[config.mk]
export PLATFORM = sky130hd
export DESIGN_NAME = addsub_div_seq
export DESIGN_NICKNAME = d
export VERILOG_FILES = /design/src/rtl/addsub_div_seq.sv
export SDC_FILE = /design/constraint.sdc
export NUM_CORES = 1
export LEC_CHECK = 0
export CAP_MARGIN = 20
export CORE_ASPECT_RATIO = 1.4
export CORE_MARGIN = 8
export CORE_UTILIZATION = 37
export DETAILED_ROUTE_END_ITERATION = 6
export PLACE_DENSITY_LB_ADDON = 0.12
export SYNTH_ARGS = -nofsm -noshare
export SYNTH_HDL_FRONTEND = slang
export SYNTH_SLANG_ARGS = --single-unit
[constraint.sdc]
create_clock -name clk_i -period 7.2 [get_ports clk_i]
set_clock_uncertainty 0.2 [all_clocks]
set_input_delay 1.08 -clock clk_i [delete_from_list [all_inputs] [get_ports clk_i]]
set_output_delay 1.08 -clock clk_i [all_outputs]
set_load 0.01 [all_outputs]
[src/rtl/addsub_div_seq.sv]
// Sequential unsigned divider (restoring, one quotient bit per cycle) that borrows
// an external shared adder/subtractor for the trial subtraction.
module addsub_div_seq #(
    parameter int WIDTH = 32
) (
    input  logic             clk_i,
    input  logic             rst_i,
    input  logic             start_i,
    input  logic [WIDTH-1:0] dividend_i,
    input  logic [WIDTH-1:0] divisor_i,
    output logic             busy_o,
    output logic             done_o,
    output logic [WIDTH-1:0] quotient_o,
    output logic [WIDTH-1:0] remainder_o,
    output logic             div_by_zero_o,
    output logic [WIDTH-1:0] addsub_a_o,
    output logic [WIDTH-1:0] addsub_b_o,
    output logic             addsub_sub_o,
    output logic             addsub_en_o,
    input  logic [WIDTH-1:0] addsub_sum_i,
    input  logic             addsub_cout_i
);

    localparam int CW = $clog2(WIDTH);

    typedef enum logic [1:0] {IDLE, ITER, DONE} state_e;

    state_e           state_q, state_d;
    logic [WIDTH-1:0] rem_q, rem_d;
    logic [WIDTH-1:0] quo_q, quo_d;
    logic [WIDTH-1:0] dsr_q, dsr_d;
    logic [CW-1:0]    cnt_q, cnt_d;
    logic [WIDTH-1:0] quotient_d, remainder_d;
    logic             dbz_d;
    logic [WIDTH-1:0] shifted;
    logic             sub_ok;

    always_comb begin
        // NOTE: every variable gets a default before the case so no path can infer a latch.
        state_d     = state_q;
        rem_d       = rem_q;
        quo_d       = quo_q;
        dsr_d       = dsr_q;
        cnt_d       = cnt_q;
        quotient_d  = quotient_o;
        remainder_d = remainder_o;
        dbz_d       = div_by_zero_o;
        addsub_a_o   = '0;
        addsub_b_o   = '0;
        addsub_sub_o = 1'b0;
        addsub_en_o  = 1'b0;

        // The bit shifted out of R is an implicit 33rd bit: if set, S exceeds any divisor.
        shifted = {rem_q[WIDTH-2:0], quo_q[WIDTH-1]};
        sub_ok  = rem_q[WIDTH-1] | addsub_cout_i;

        unique case (state_q)
            IDLE: begin
                if (start_i) begin
                    if (divisor_i != '0) begin
                        quo_d   = dividend_i;
                        dsr_d   = divisor_i;
                        rem_d   = '0;
                        cnt_d   = '0;
                        state_d = ITER;
                    end else begin
                        quotient_d  = '1;
                        remainder_d = dividend_i;
                        dbz_d       = 1'b1;
                        state_d     = DONE;
                    end
                end
            end
            ITER: begin
                addsub_a_o   = shifted;
                addsub_b_o   = dsr_q;
                addsub_sub_o = 1'b1;
                addsub_en_o  = 1'b1;
                rem_d = sub_ok ? addsub_sum_i : shifted;
                quo_d = {quo_q[WIDTH-2:0], sub_ok};
                cnt_d = cnt_q + CW'(1);
                if (cnt_q == CW'(WIDTH - 1)) begin
                    quotient_d  = quo_d;
                    remainder_d = rem_d;
                    dbz_d       = 1'b0;
                    state_d     = DONE;
                end
            end
            DONE:    state_d = IDLE;
            default: state_d = IDLE;
        endcase
    end

    assign busy_o = (state_q != IDLE);
    assign done_o = (state_q == DONE);

    always_ff @(posedge clk_i or posedge rst_i) begin
        // NOTE: non-blocking assignments so every register samples pre-edge values.
        if (rst_i) begin
            state_q       <= IDLE;
            rem_q         <= '0;
            quo_q         <= '0;
            dsr_q         <= '0;
            cnt_q         <= '0;
            quotient_o    <= '0;
            remainder_o   <= '0;
            div_by_zero_o <= 1'b0;
        end else begin
            state_q       <= state_d;
            rem_q         <= rem_d;
            quo_q         <= quo_d;
            dsr_q         <= dsr_d;
            cnt_q         <= cnt_d;
            quotient_o    <= quotient_d;
            remainder_o   <= remainder_d;
            div_by_zero_o <= dbz_d;
        end
    end

endmodule

==> impl_results.md, run 1 <==
- Status: complete, no violations
- Synth warn: 0
- DP Cell Count: 1119
- Maximum VDD drop: 161 uV
- Post-synthesis sequential area ratio: 56.3%
- DR pass1 iterations: 4
- Dpl hpwl: 15800 um
- Reg2reg start: state_q[1]
- Min-delay src: remainder_o[16]
- Worst-Skew Late Latency: 0.42 ns
- Pin count of the biggest net entering global routing: 88
- Max-cap viol count: 0
- Initial Util: 37.6%
- Clk pin slew, worst setup/hold paths: 0.06 ns
- Area delta synth->final: 41.7%
- Initial antenna violation count: 0
- R2R Setup Slk: 3.81 ns
- Min Tclk post-route: 4.36 ns
- WHS Path Cells: 2
- Synth Register Bits: 168
- Final Setup Violations: 0
- Tcrit/Tclk final: 60.5%
- Total congestion overflow: 0
- Drt first-iter violations: 241
- Root buffer cell: clkbuf_16
- # rows: 61
- Yosys cell types: 31
- Area occupied by multi-input gates: 2990 um^2
- Post-CTS Setup Bufs: 0
- Vias in the first global route: 6553
- Pwr per Cell Area: 329 nW/um^2
- Detailed-route wire length per cell: 20.0 um
- Slew headroom: 26.2%
- Gpl congestion: 0.770
- CTS tree: built
- Actual slew at the worst max-slew pin: 1.10 ns
- Final Util: 53.3%
- CTS Sinks: 168
- Hold WC Path Type: reg2reg
- Fillcell total: 1790
- Final TNS setup: 0 ns
- Critical path class: reg2out
- Crit Path Max Fanout: 57
- Post-Layout Cell Count: 1152
- Mean Syn Cell Area: 11.0 um^2
- # hold bufs at CTS: 0
- TritonCTS Buffers: 17
- Die footprint: 25000 um^2
- Antenna viol nets, final: 0
- Core area: 19800 um^2
- Worst EP required: 5.92 ns
- Max Freq: 0.230 GHz
- # DRC: 0
- Top-Level Pins: 233
- Worst Path Arrival: 3.08 ns
- Post-Route WL: 23000 um
- Worst Hold End: remainder_o[16]
- Post-synth net total: 783
- Unrepaired setup endpoints after global routing: false
- Final nets: 990
- Buffers on Ports: 232
- Pleak: 4.70 nW
- H-tree depth: 4
- Syn Inst Count: 681
- Share of layout cells above drive strength 1: 9.33%
- Die Y-Extent: 184 um
- FF+latch area: 4200 um^2
- Post-layout instance area: 10600 um^2
- Die X: 136 um
- Placed instance area: 9920 um^2
- Area of the mapped netlist: 7470 um^2
- CP startpoint kind: register
- Global Route Usage Sum: 18.5%
- Post-CTS sizing: 0
- Final Max Slew Viols: 0
- Worst-case reg-to-reg path depth: 7
- Antenna cells: 0
- Crit Reg-Reg Endpoint: quotient_o[5]
- Clock Path Buffers: 2
- First-pass GRT wire length: 36200 um
- Vias/cell: 5.29
- Critical path capture point type: output pin
- Final Hold Vio Count: 0
- Vias post-DR: 6093
[per-stage QoR]
stage / setup WS (ns) / power (mW) / hold WS [ns]
finish: 2.84 / 3.48 / 0.283
detailed placement: 2.84 / 2.56 / 0.273
global placement: 2.86 / 2.54 / 0.267
floorplan: 1.37 / 1.98 / 0.263
CTS: 2.79 / 3.52 / 0.288
global route: 2.65 / 3.68 / 0.308
[cell families (layout without fill, tap and decap cells)]
kind of cell / Yosys count / count (layout) / synth area share, %
AND/OR/NAND/NOR: 151 / 151 / 10.4
flip-flops: 168 / 168 / 56.3
buffers and inverters: 60 / 279 / 4.24
multiplexers: 34 / 34 / 5.13
adder cells (fa/ha/maj): 2 / 2 / 0.335
AO/OA/AOI/OAI: 266 / 266 / 23.6
[critical path, cell delays in order (launching register included)]
cell             delay (ns)
dfrtp_1                0.45
nand2b_2               0.22
inv_2                  0.57
buf_4                  0.57
and2_1                 0.24
clkdlybuf4s50_1        0.55
[sequential cells by signal, summed over array words and instances, names as in the netlist]
name           count
dsr_q             32
quo_q             32
quotient_o        32
rem_q             32
remainder_o       32
cnt_q              5
state_q            2
div_by_zero_o      1
[layer usage]
metal	GRT usage [%]	part of all wire [%]	vias to the layer above
li1	-	-	2842
met2	31.7	50	203
met4	4.80	0.94	0
met3	6.81	8.9	15
met5	0	0	-
met1	21.2	40	3033
[where the power goes]
part | internal, mW | switching (mW) | leakage, nW
sequential | 1.19 | 0.171 | 1.98
combinational | 0.675 | 0.501 | 2.43
clock | 0.557 | 0.383 | 0.289
total | 2.43 | 1.05 | 4.70
[worst max-delay path by stage]
stage                       start        endpoint  slack [ns]  cells past startpoint
floorplan                   rst_i        cnt_q[0]        1.37                      1
global placement    divisor_i[26]        cnt_q[0]        2.86                      7
detailed placement  divisor_i[10]        cnt_q[0]        2.84                      7
CTS                    state_q[1]  addsub_a_o[31]        2.79                      5
global route           state_q[1]  addsub_a_o[31]        2.65                      5
finish                 state_q[1]  addsub_a_o[28]        2.84                      5
[synth_stat cells]
master,number,share of area (%)
a2bb2oi_1,1,0.12
ha_1,2,0.34
and4_1,2,0.23
a21oi_1,66,4.4
a21o_1,64,6.4
nand2b_1,1,0.084
o22a_1,31,3.6
nor3_1,1,0.067
and3_1,1,0.084
a21boi_2,1,0.15
dfrtp_1,168,56
nor2_1,4,0.20
a31oi_1,1,0.084
a22o_1,35,4.1
buf_4,6,0.60
or2_1,1,0.084
nand3_1,2,0.13
nand2_1,65,3.3
inv_1,3,0.15
o21bai_2,1,0.15
and2_1,65,5.4
a221o_1,1,0.13
o21bai_1,1,0.10
buf_2,13,0.87
o21ai_0,64,4.3
mux2_2,34,5.1
buf_6,7,1.1
nor4_1,8,0.67
nor2b_1,1,0.084
inv_2,2,0.10
clkbuf_1,29,1.5
[layout make-up]
class,count,area share [%]
Sequential cell,168,39.7
Clock buffer,18,4.15
Tap cell,252,2.98
Multi-Input combinational cell,453,28.2
Inverter,5,0.225
Timing Repair Buffer,243,23.1
Clock inverter,13,1.61
[placed cells by master (no fill, tap or decap), drive strengths merged, types with 11 or more instances in the layout]
| master | n |
|---|---|
| mux2 | 34 |
| o21ai | 64 |
| a21oi | 66 |
| nand2 | 65 |
| o22a | 31 |
| a21o | 64 |
| buf | 11 |
| dfrtp | 168 |
| clkbuf | 18 |
| clkdlybuf4s50 | 232 |
| and2 | 65 |
| a22o | 35 |
Power figures use the tool's default switching activity.
==> run 2: changes to the inputs <==
clock period = 4.2 ns   (was 7.2 ns; I/O delays follow)
==> run 2 against run 1 <==
  * Clock-buffer cell count is 1 lower
  * Critical path depth stayed put
  * Final cell count hardly changed
  * Core utilization is 0.12 points higher
  * Non-clock buffer count stayed put
  * Largest cell class unchanged
==> impl_results.md, run 2 (synthesized netlist as in run 1, its figures left out) <==
- Status: complete, no violations
- Min Tclk post-route: 3.43 ns
- Max-cap viol count: 0
- Pin count of the biggest net entering global routing: 169
- Dpl ws: 0.568 ns
- Post-CTS sizing: 0
- Reg2reg start: state_q[0]
- Antenna cells: 0
- Worst EP required: 3.37 ns
- Commonest non-fill, non-tap cell in the layout: clkdlybuf4s50_1
- Post-layout instance area: 10600 um^2
- Share of layout cells above drive strength 1: 9.43%
- Gpl congestion: 0.747
- Dpl hpwl: 15700 um
- # DRC: 0
- Internal power: 4.16 mW
- Post-Route WL: 23000 um
- Die X: 136 um
- Final WS setup: 0.773 ns
- Critical path class: reg2out
- Worst Path Arrival: 2.60 ns
- Final Hold Vio Count: 0
- Clock power frac: 27.1%
- Flop pwr share: 39.2%
- Root buffer cell: clkbuf_16
- Pwr per Cell Area: 566 nW/um^2
- DR pass1 iterations: 6
- Die footprint: 25000 um^2
- Final Max Slew Viols: 0
- WHS Path Cells: 2
- Power share of the combinational group: 33.7%
- Vias in the first global route: 6588
- Drt first-iter violations: 357
- Worst-Skew Late Latency: 0.42 ns
- CP Launch Point: state_q[1]
- Fillcell total: 1815
- Final nets: 990
- Actual slew at the worst max-slew pin: 1.07 ns
- CTS Sinks: 168
- Slew headroom: 28.7%
- TritonCTS Buffers: 17
- CP startpoint kind: register
- Min-delay src: remainder_o[4]
- Vias post-DR: 6068
- Vias/cell: 5.26
- Max Freq: 0.292 GHz
- Detailed-route wire length per cell: 20.0 um
- Antenna viol nets, final: 0
- Final TNS setup: 0 ns
- # rows: 61
- Area delta synth->final: 42.1%
- Most frequent cells in the layout: 232 x clkdlybuf4s50_1, 168 x dfrtp_1, 66 x a21oi_1, 65 x nand2_1, 65 x and2_1
- Post-CTS Setup Bufs: 0
- Final Util: 53.4%
- Initial Util: 37.6%
- Placed instance area: 9990 um^2
- Core area: 19800 um^2
- Clock Path Buffers: 2
- Maximum VDD drop: 252 uV
- First-pass GRT wire length: 36800 um
- CTS tree: built
- Clk pin slew, worst setup/hold paths: 0.06 ns
- Total congestion overflow: 0
- P_sw: 1.84 mW
- # hold bufs at CTS: 0
- Worst-case reg-to-reg path depth: 5
- Global Route Usage Sum: 18.7%
- Pleak: 4.71 nW
- Final Setup Violations: 0
- Tcrit/Tclk final: 81.6%
- Die Y-Extent: 184 um
- Buffers on Ports: 232
- H-tree depth: 4
- Crit Path Max Fanout: 34
- Critical path capture point type: output pin
- Switching portion of total power: 30.6%
- Hold WC Path Type: reg2reg
- Unrepaired setup endpoints after global routing: false
- Initial antenna violation count: 1
- Top-Level Pins: 233
## run 2: cell count changes in the layout (fill, tap and decap cells not counted)
| cell | change |
|---|---|
| clkbuf_8 | -1 |
| inv_8 | +1 |
| buf_4 | -2 |
| buf_12 | +3 |
| buf_16 | -1 |
| inv_6 | -1 |
| clkinv_4 | +2 |
## run 2: routing by layer
metal	part of all wire (%)	wire [um]	track usage (%)	up-vias
met5	0.056	13	0	-
met4	1.1	251	4.54	2
met3	8.4	1930	6.70	21
met2	49	11400	31.4	195
met1	41	9480	22.3	3019
li1	-	-	-	2831
## run 2: area by class of cell
class / instances / area (um^2) / share of cell area, %
clock inverter: 15 / 191 / 1.80
tap: 252 / 315 / 2.97
timing repair buffer: 243 / 2460 / 23.2
clock buffer: 17 / 425 / 4.01
multi-input combinational: 453 / 2990 / 28.1
sequential: 168 / 4200 / 39.6
inverter: 5 / 22.5 / 0.212
## run 2: path summary, 6_finish.rpt
kind	endpoint	slack (ns)
min in group asynchronous	rem_q[20]	0.57
worst max-delay path	addsub_a_o[1]	0.77
worst max register to register	dsr_q[18]	1.04
max in group asynchronous	quo_q[12]	2.48
worst min register to register	remainder_o[4]	0.28
worst min-delay path	remainder_o[4]	0.28
## run 2: critical path: stages (launching register included)
cell,delay [ns]
dfrtp_1,0.44
nand2b_2,0.21
inv_2,0.43
buf_4,0.35
and2_1,0.18
clkdlybuf4s50_1,0.56
## run 2: power groups by stage
stage	clock [mW]	combinational (mW)	sequential, mW
floorplan	0	1.08	2.32
CTS	1.67	2.06	2.35
global route	1.74	2.21	2.41
detailed placement	0	2.04	2.38
global placement	0	1.98	2.37
finish	1.63	2.02	2.35
## run 2: metrics by stage
step | cells | power, mW | hold slack (ns)
2_1_floorplan | 681 | 3.40 | 0.263
3_3_place_gp | 1120 | 4.36 | 0.266
3_5_place_dp | 1121 | 4.42 | 0.272
4_1_cts | 1153 | 6.08 | 0.287
5_1_grt | 1153 | 6.36 | 0.313
6_report | 1153 | 6.00 | 0.282
